`src/rtl/bpf_axilite_ctrl.sv`:
```
// AXI4-Lite control/status slave for the packet filter: loads 64-bit instructions
// as two 32-bit halves, drives run control and counts accepted packets.
module bpf_axilite_ctrl #(
   parameter int ADDR_W      = 5,
   parameter int INST_ADDR_W = 10
) (
   input  logic                   clk,
   input  logic                   rst,
   input  logic [ADDR_W-1:0]      s_axi_awaddr,
   input  logic                   s_axi_awvalid,
   output logic                   s_axi_awready,
   input  logic [31:0]            s_axi_wdata,
   input  logic [3:0]             s_axi_wstrb,
   input  logic                   s_axi_wvalid,
   output logic                   s_axi_wready,
   output logic [1:0]             s_axi_bresp,
   output logic                   s_axi_bvalid,
   input  logic                   s_axi_bready,
   input  logic [ADDR_W-1:0]      s_axi_araddr,
   input  logic                   s_axi_arvalid,
   output logic                   s_axi_arready,
   output logic [31:0]            s_axi_rdata,
   output logic [1:0]             s_axi_rresp,
   output logic                   s_axi_rvalid,
   input  logic                   s_axi_rready,
   output logic [INST_ADDR_W-1:0] inst_wr_addr,
   output logic [63:0]            inst_wr_data,
   output logic                   inst_wr_en,
   output logic                   running,
   input  logic                   pkt_accept
);
   localparam int PTR_W = INST_ADDR_W + 1;

   localparam logic [2:0] REG_STATUS   = 3'd0;
   localparam logic [2:0] REG_CTRL     = 3'd1;
   localparam logic [2:0] REG_INST_LO  = 3'd2;
   localparam logic [2:0] REG_INST_HI  = 3'd3;
   localparam logic [2:0] REG_ACCEPT   = 3'd4;
   localparam logic [2:0] REG_INST_PTR = 3'd5;

   logic                   r_aw_done, r_w_done, r_bvalid, r_rvalid;
   logic                   r_running, r_overflow, r_inst_wr_en;
   logic [2:0]             r_aw_sel;
   logic [31:0]            r_wdata, r_hi, r_cnt, r_rdata;
   logic [1:0]             r_bresp;
   logic [PTR_W-1:0]       r_ptr;
   logic [INST_ADDR_W-1:0] r_inst_addr;
   logic [63:0]            r_inst_data;

   logic        w_aw_hs, w_w_hs, w_ar_hs, w_do_wr;
   logic        w_err, w_commit, w_set_ovf, w_load_hi, w_ptr_clr, w_start, w_stop;
   logic [31:0] w_rd_mux;
   logic        w_unused;

   // Ready lines are gated by rst so they read 0 while reset is held.
   assign s_axi_awready = !rst && !r_aw_done && !r_bvalid;
   assign s_axi_wready  = !rst && !r_w_done && !r_bvalid;
   assign s_axi_arready = !rst && !r_rvalid;
   assign s_axi_bvalid  = r_bvalid;
   assign s_axi_bresp   = r_bresp;
   assign s_axi_rvalid  = r_rvalid;
   assign s_axi_rdata   = r_rdata;
   assign s_axi_rresp   = 2'b00;
   assign inst_wr_en    = r_inst_wr_en;
   assign inst_wr_addr  = r_inst_addr;
   assign inst_wr_data  = r_inst_data;
   assign running       = r_running;

   assign w_aw_hs  = s_axi_awvalid && s_axi_awready;
   assign w_w_hs   = s_axi_wvalid && s_axi_wready;
   assign w_ar_hs  = s_axi_arvalid && s_axi_arready;
   assign w_do_wr  = r_aw_done && r_w_done && !r_bvalid;
   assign w_unused = ^{s_axi_wstrb, s_axi_awaddr, s_axi_araddr};

   // Bit INST_ADDR_W of the pointer marks a completely filled memory.
   always_comb begin
      w_err     = 1'b0;
      w_commit  = 1'b0;
      w_set_ovf = 1'b0;
      w_load_hi = 1'b0;
      w_ptr_clr = 1'b0;
      w_start   = 1'b0;
      w_stop    = 1'b0;
      if (w_do_wr) begin
         case (r_aw_sel)
            REG_CTRL: begin
               w_start = r_wdata[0];
               w_stop  = r_wdata[1];
            end
            REG_INST_LO: begin
               if (r_running) begin
                  w_err = 1'b1;
               end else if (r_ptr[INST_ADDR_W]) begin
                  w_err     = 1'b1;
                  w_set_ovf = 1'b1;
               end else begin
                  w_commit = 1'b1;
               end
            end
            REG_INST_HI:  if (r_running) w_err = 1'b1; else w_load_hi = 1'b1;
            REG_INST_PTR: if (r_running) w_err = 1'b1; else w_ptr_clr = 1'b1;
            default: ;
         endcase
      end
   end

   always_comb begin
      w_rd_mux = 32'd0;
      case (s_axi_araddr[4:2])
         REG_STATUS:   w_rd_mux = {30'd0, r_overflow, r_running};
         REG_INST_HI:  w_rd_mux = r_hi;
         REG_ACCEPT:   w_rd_mux = r_cnt;
         REG_INST_PTR: w_rd_mux = 32'(r_ptr);
         default:      w_rd_mux = 32'd0;
      endcase
   end

   always_ff @(posedge clk or posedge rst) begin
      if (rst) begin
         r_aw_done <= 1'b0;
         r_w_done  <= 1'b0;
         r_aw_sel  <= 3'd0;
         r_wdata   <= 32'd0;
         r_bvalid  <= 1'b0;
         r_bresp   <= 2'b00;
      end else begin
         if (w_aw_hs) begin
            r_aw_done <= 1'b1;
            r_aw_sel  <= s_axi_awaddr[4:2];
         end
         if (w_w_hs) begin
            r_w_done <= 1'b1;
            r_wdata  <= s_axi_wdata;
         end
         if (w_do_wr) begin
            r_aw_done <= 1'b0;
            r_w_done  <= 1'b0;
            r_bvalid  <= 1'b1;
            r_bresp   <= w_err ? 2'b10 : 2'b00;
         end else if (r_bvalid && s_axi_bready) begin
            r_bvalid <= 1'b0;
         end
      end
   end

   always_ff @(posedge clk or posedge rst) begin
      if (rst) begin
         r_inst_wr_en <= 1'b0;
         r_inst_addr  <= '0;
         r_inst_data  <= 64'd0;
         r_ptr        <= '0;
         r_overflow   <= 1'b0;
         r_hi         <= 32'd0;
         r_running    <= 1'b0;
         r_cnt        <= 32'd0;
      end else begin
         r_inst_wr_en <= w_commit;
         if (w_commit) begin
            r_inst_addr <= r_ptr[INST_ADDR_W-1:0];
            r_inst_data <= {r_hi, r_wdata};
            r_ptr       <= r_ptr + PTR_W'(1);
         end else if (w_ptr_clr) begin
            r_ptr <= '0;
         end
         if (w_ptr_clr)      r_overflow <= 1'b0;
         else if (w_set_ovf) r_overflow <= 1'b1;
         if (w_load_hi) r_hi <= r_wdata;
         if (w_stop)       r_running <= 1'b0;
         else if (w_start) r_running <= 1'b1;
         // A start clears the count even when a packet is accepted that cycle.
         if (w_start)         r_cnt <= 32'd0;
         else if (pkt_accept) r_cnt <= r_cnt + 32'd1;
      end
   end

   always_ff @(posedge clk or posedge rst) begin
      if (rst) begin
         r_rvalid <= 1'b0;
         r_rdata  <= 32'd0;
      end else if (w_ar_hs) begin
         r_rvalid <= 1'b1;
         r_rdata  <= w_rd_mux;
      end else if (r_rvalid && s_axi_rready) begin
         r_rvalid <= 1'b0;
      end
   end
endmodule

```
`config.mk`:
```
export PLATFORM = sky130hd
export DESIGN_NAME = bpf_axilite_ctrl
export DESIGN_NICKNAME = d
export VERILOG_FILES = /design/src/rtl/bpf_axilite_ctrl.sv
export SDC_FILE = /design/constraint.sdc
export NUM_CORES = 1
export LEC_CHECK = 0
export CAP_MARGIN = 20
export CORE_MARGIN = 8
export CORE_UTILIZATION = 57
export CTS_CLUSTER_SIZE = 25
export DETAILED_ROUTE_END_ITERATION = 12
export MAX_ROUTING_LAYER = met4
export PLACE_DENSITY = 0.86
export SETUP_SLACK_MARGIN = 0.2
export SLEW_MARGIN = 20
export SYNTH_ARGS = -nofsm -noshare
export SYNTH_HDL_FRONTEND = slang
export SYNTH_SLANG_ARGS = --single-unit
```
`constraint.sdc`:
```
create_clock -name clk -period 19.1 [get_ports clk]
set_clock_uncertainty 0.1 [all_clocks]
set_input_delay 1.91 -clock clk [delete_from_list [all_inputs] [get_ports clk]]
set_output_delay 1.91 -clock clk [all_outputs]
set_load 0.05 [all_outputs]
```
==> run_results.csv <==
group,metric,value,unit
cells_and_area,finish.net_count,1091,
run,drv.max_cap_violation_count,0,
placement,routabilityCongestion,0.801,
global_routing,gr-usage-met3,4.32,%
routing,vias,7187,
global_routing,grt_antenna_before_repair,0,
logic_synthesis,post_synth_edffs,0,
status,run_status,"finished, final reports clean",
logic_synthesis,register_bit_total_from_synthesis,224,
timing,report.final.hold_viol_count,0,
floorplan,boundaryPins,171,
timing,finalWorstSetupSlack,13480,ps
logic_synthesis,ys_warn_count,0,
cells_and_area,finalNonFillerCells,1270,
logic_synthesis,syn_area_per_cell,10.4,µm²
floorplan,die_ht,144,µm
timing,sum_of_negative_setup_slack,0,ps
timing,final-setup-viol-count,0,
routing,drt_first_iter_violations,503,
cells_and_area,ff_latch_area,0.00561,mm²
floorplan,die_area,0.0208,mm²
clocking,cts_resized,0,
clocking,postCtsHoldBufs,0,
critical_path,endpoint_kind,"output port",
floorplan,initial_core_util,57.4,%
power,power_leakage,5.42,nW
power,irDropWorstVdd,0.0996,mV
cells_and_area,number_of_inserted_filler_cells_in_the_final_layout,1213,
routing,detail-route-antenna-nets,0,
routing,routedWlPerCell,18.3,µm
power,totalPowerFinal,1.71,mW
floorplan,die-width,144,µm
global_routing,number_of_global_route_vias_before_repair,7234,
placement,hpwl,14900,µm
clocking,clkSinkCount,224,
global_routing,wire_length_of_the_first_global_routing_pass,37400,µm
cells_and_area,final_layout_size_suffix_gt1_share,11.5,%
cells_and_area,layout_commonest_cell,"nand2_1",
timing,max_slew_margin,32.7,%
floorplan,core-area,0.0163,mm²
cells_and_area,total_area_of_multi_input_combinational_cells,0.00354,mm²
power,power.density,144,mW/mm²
routing,routed_via_density,5.66,
critical_path,cp_data_arrival_time,3610,ps
logic_synthesis,most_used_flip_flop_cell_after_synthesis,"dfrtp_1",
timing,final-max-slew-violation-count,0,
routing,drc_violation_count_after_routing,0,
global_routing,grt_util_all_layers,23.1,%
critical_path,maximum_fanout_encountered_on_the_critical_timing_path,4,
logic_synthesis,postSynth.asyncResetShare,100,%
cells_and_area,num_antenna_cells,0,
min_path,min-delay-path-class,"reg -> reg",
cells_and_area,commonest_non_fill_non_tap_cells_in_the_layout,"nand2_1, dfrtp_1, clkdlybuf4s50_1",
clocking,ctsHtreeMaxLevel,1,
critical_path,crit_type,"in -> out",
routing,detailedRoute.firstPassIterationCount,5,
cells_and_area,area_added_between_synthesis_and_finish,26.2,%
critical_path,crit_path_start_kind,"primary input",
floorplan,rows,47,
global_routing,grt_remaining_overflow,0,
logic_synthesis,synthCells,900,
clocking,clkLatencyLatePin,510,ps
global_routing,grt_start_max_net_pins,145,
timing,period_share,29.4,%
global_routing,globalRouteMet2Util,38.7,%
critical_path,cp.required,17090,ps
timing,rsz0062_at_grt,"no",
clocking,cts_inserted_buffers,23,
placement,port-buffer-count,159,
clocking,cts_setup_buffers,0,
clocking,clock_transition_at_the_registers_of_the_reported_paths,60,ps
timing,final.min_clock_period,5620,ps
logic_synthesis,seq_total_area_yosys,59.8,%
placement,numPlacedInstances,1228,
global_routing,grt_busiest_layer,"met2",
timing,achievable-frequency,178,MHz
clocking,max-clock-path-buffers,3,
timing,tightestPinTransition,1010,ps
placement,dpl_worst_slack,13470,ps
clocking,clock-root-buffer,"clkbuf_16",
clocking,cts_tree,"built",
routing,detail_route.wirelength,23200,µm
global_routing,met1_usage,28.6,%
logic_synthesis,syn-cell-area,0.00938,mm²
logic_synthesis,yosysUniqueCellTypes,44,
-- cell type report --
class | instances | share of cell area [%]
sequential | 224 | 47.4
multi-input combinational | 610 | 29.9
timing repair buffer | 165 | 14.1
clock buffer | 32 | 5.49
tap | 220 | 2.33
inverter | 11 | 0.412
clock inverter | 8 | 0.391
-- critical path, cell delays in order --
cell,delay (ps)
clkdlybuf4s50_1,580
nor3_1,250
clkdlybuf4s50_1,860
-- cells by family (layout without fill, tap and decap cells) --
| logic type | count (synthesis) | count (layout) | share of synthesized area (%) |
|---|---|---|---|
| xor gates and xnor gates | 11 | 11 | 1.03 |
| DFF | 224 | 224 | 59.8 |
| adders and majority gates | 2 | 2 | 0.267 |
| muxes | 82 | 82 | 9.67 |
| buffers and inverters | 68 | 216 | 2.94 |
| and+or+nand+nor | 380 | 380 | 17.6 |
| AOI/OAI and AO/OA | 132 | 132 | 8.65 |
| other | 1 | 3 | 0.0400 |
-- Yosys cell counts (all sizes together) (3+ instances only) --
| library cell | number | area [µm²] |
|---|---|---|
| xor2 | 8 | 70.1 |
| and2 | 4 | 25.0 |
| mux2 | 69 | 777 |
| nand2 | 272 | 1020 |
| buf | 12 | 65.1 |
| o21ai | 45 | 225 |
| o31ai | 17 | 128 |
| nor2b | 3 | 18.8 |
| and4 | 5 | 43.8 |
| xnor2 | 3 | 26.3 |
| a21oi | 29 | 145 |
| or4 | 17 | 131 |
| nand4 | 13 | 87.6 |
| nor2 | 28 | 105 |
| o21a | 3 | 22.5 |
| nor3 | 4 | 20.0 |
| clkbuf | 45 | 169 |
| nand3 | 20 | 100 |
| inv | 11 | 41.3 |
| mux2i | 13 | 130 |
| and3 | 5 | 31.3 |
| a22oi | 24 | 180 |
| or3 | 5 | 31.3 |
| dfrtp | 224 | 5610 |
-- routing by layer --
layer	up-vias	wire [µm]
met5	-	0
met4	0	395
met3	34	1590
met2	232	11800
met1	3578	9470
li1	3343	-
-- power by group --
part / internal [mW] / switching, mW / total [mW]
combinational: 0.212 / 0.352 / 0.565
clock: 0.237 / 0.179 / 0.416
sequential: 0.614 / 0.112 / 0.725
total: 1.06 / 0.644 / 1.71
-- stage by stage --
step / utilization (%) / cell area [µm²] / hold WS [ps]
finish: 72.4 / 11800 / 370
global placement: 67.8 / 11100 / 357
detailed placement: 67.8 / 11100 / 361
floorplan: - / 9380 / 353
global route: 72.4 / 11800 / 402
CTS: 72.1 / 11800 / 375
-- sequential cells by signal (all words and copies together), names as in the netlist --
register,flops
s_axi_rdata,32
inst_wr_en,1
s_axi_rvalid,1
r_aw_sel,3
inst_wr_addr,10
s_axi_bvalid,1
running,1
r_ptr,11
s_axi_bresp,1
r_w_done,1
r_aw_done,1
r_wdata,32
r_cnt,32
inst_wr_data,64
r_overflow,1
r_hi,32
-- path summary, 6_finish.rpt --
check | from | end | slack [ps] | depth (start not counted)
worst max-delay path | rst | s_axi_awready | 13480 | 3
worst min-delay path | inst_wr_data[11] | inst_wr_data[11] | 370 | 2
worst max register to register | r_aw_sel[2] | r_ptr[3] | 16030 | 7
worst min register to register | inst_wr_data[11] | inst_wr_data[11] | 370 | 2
max in group asynchronous | rst | inst_wr_data[62] | 15510 | 4
min in group asynchronous | rst | inst_wr_addr[3] | 2020 | 2
(Power assumes the default switching activity.)
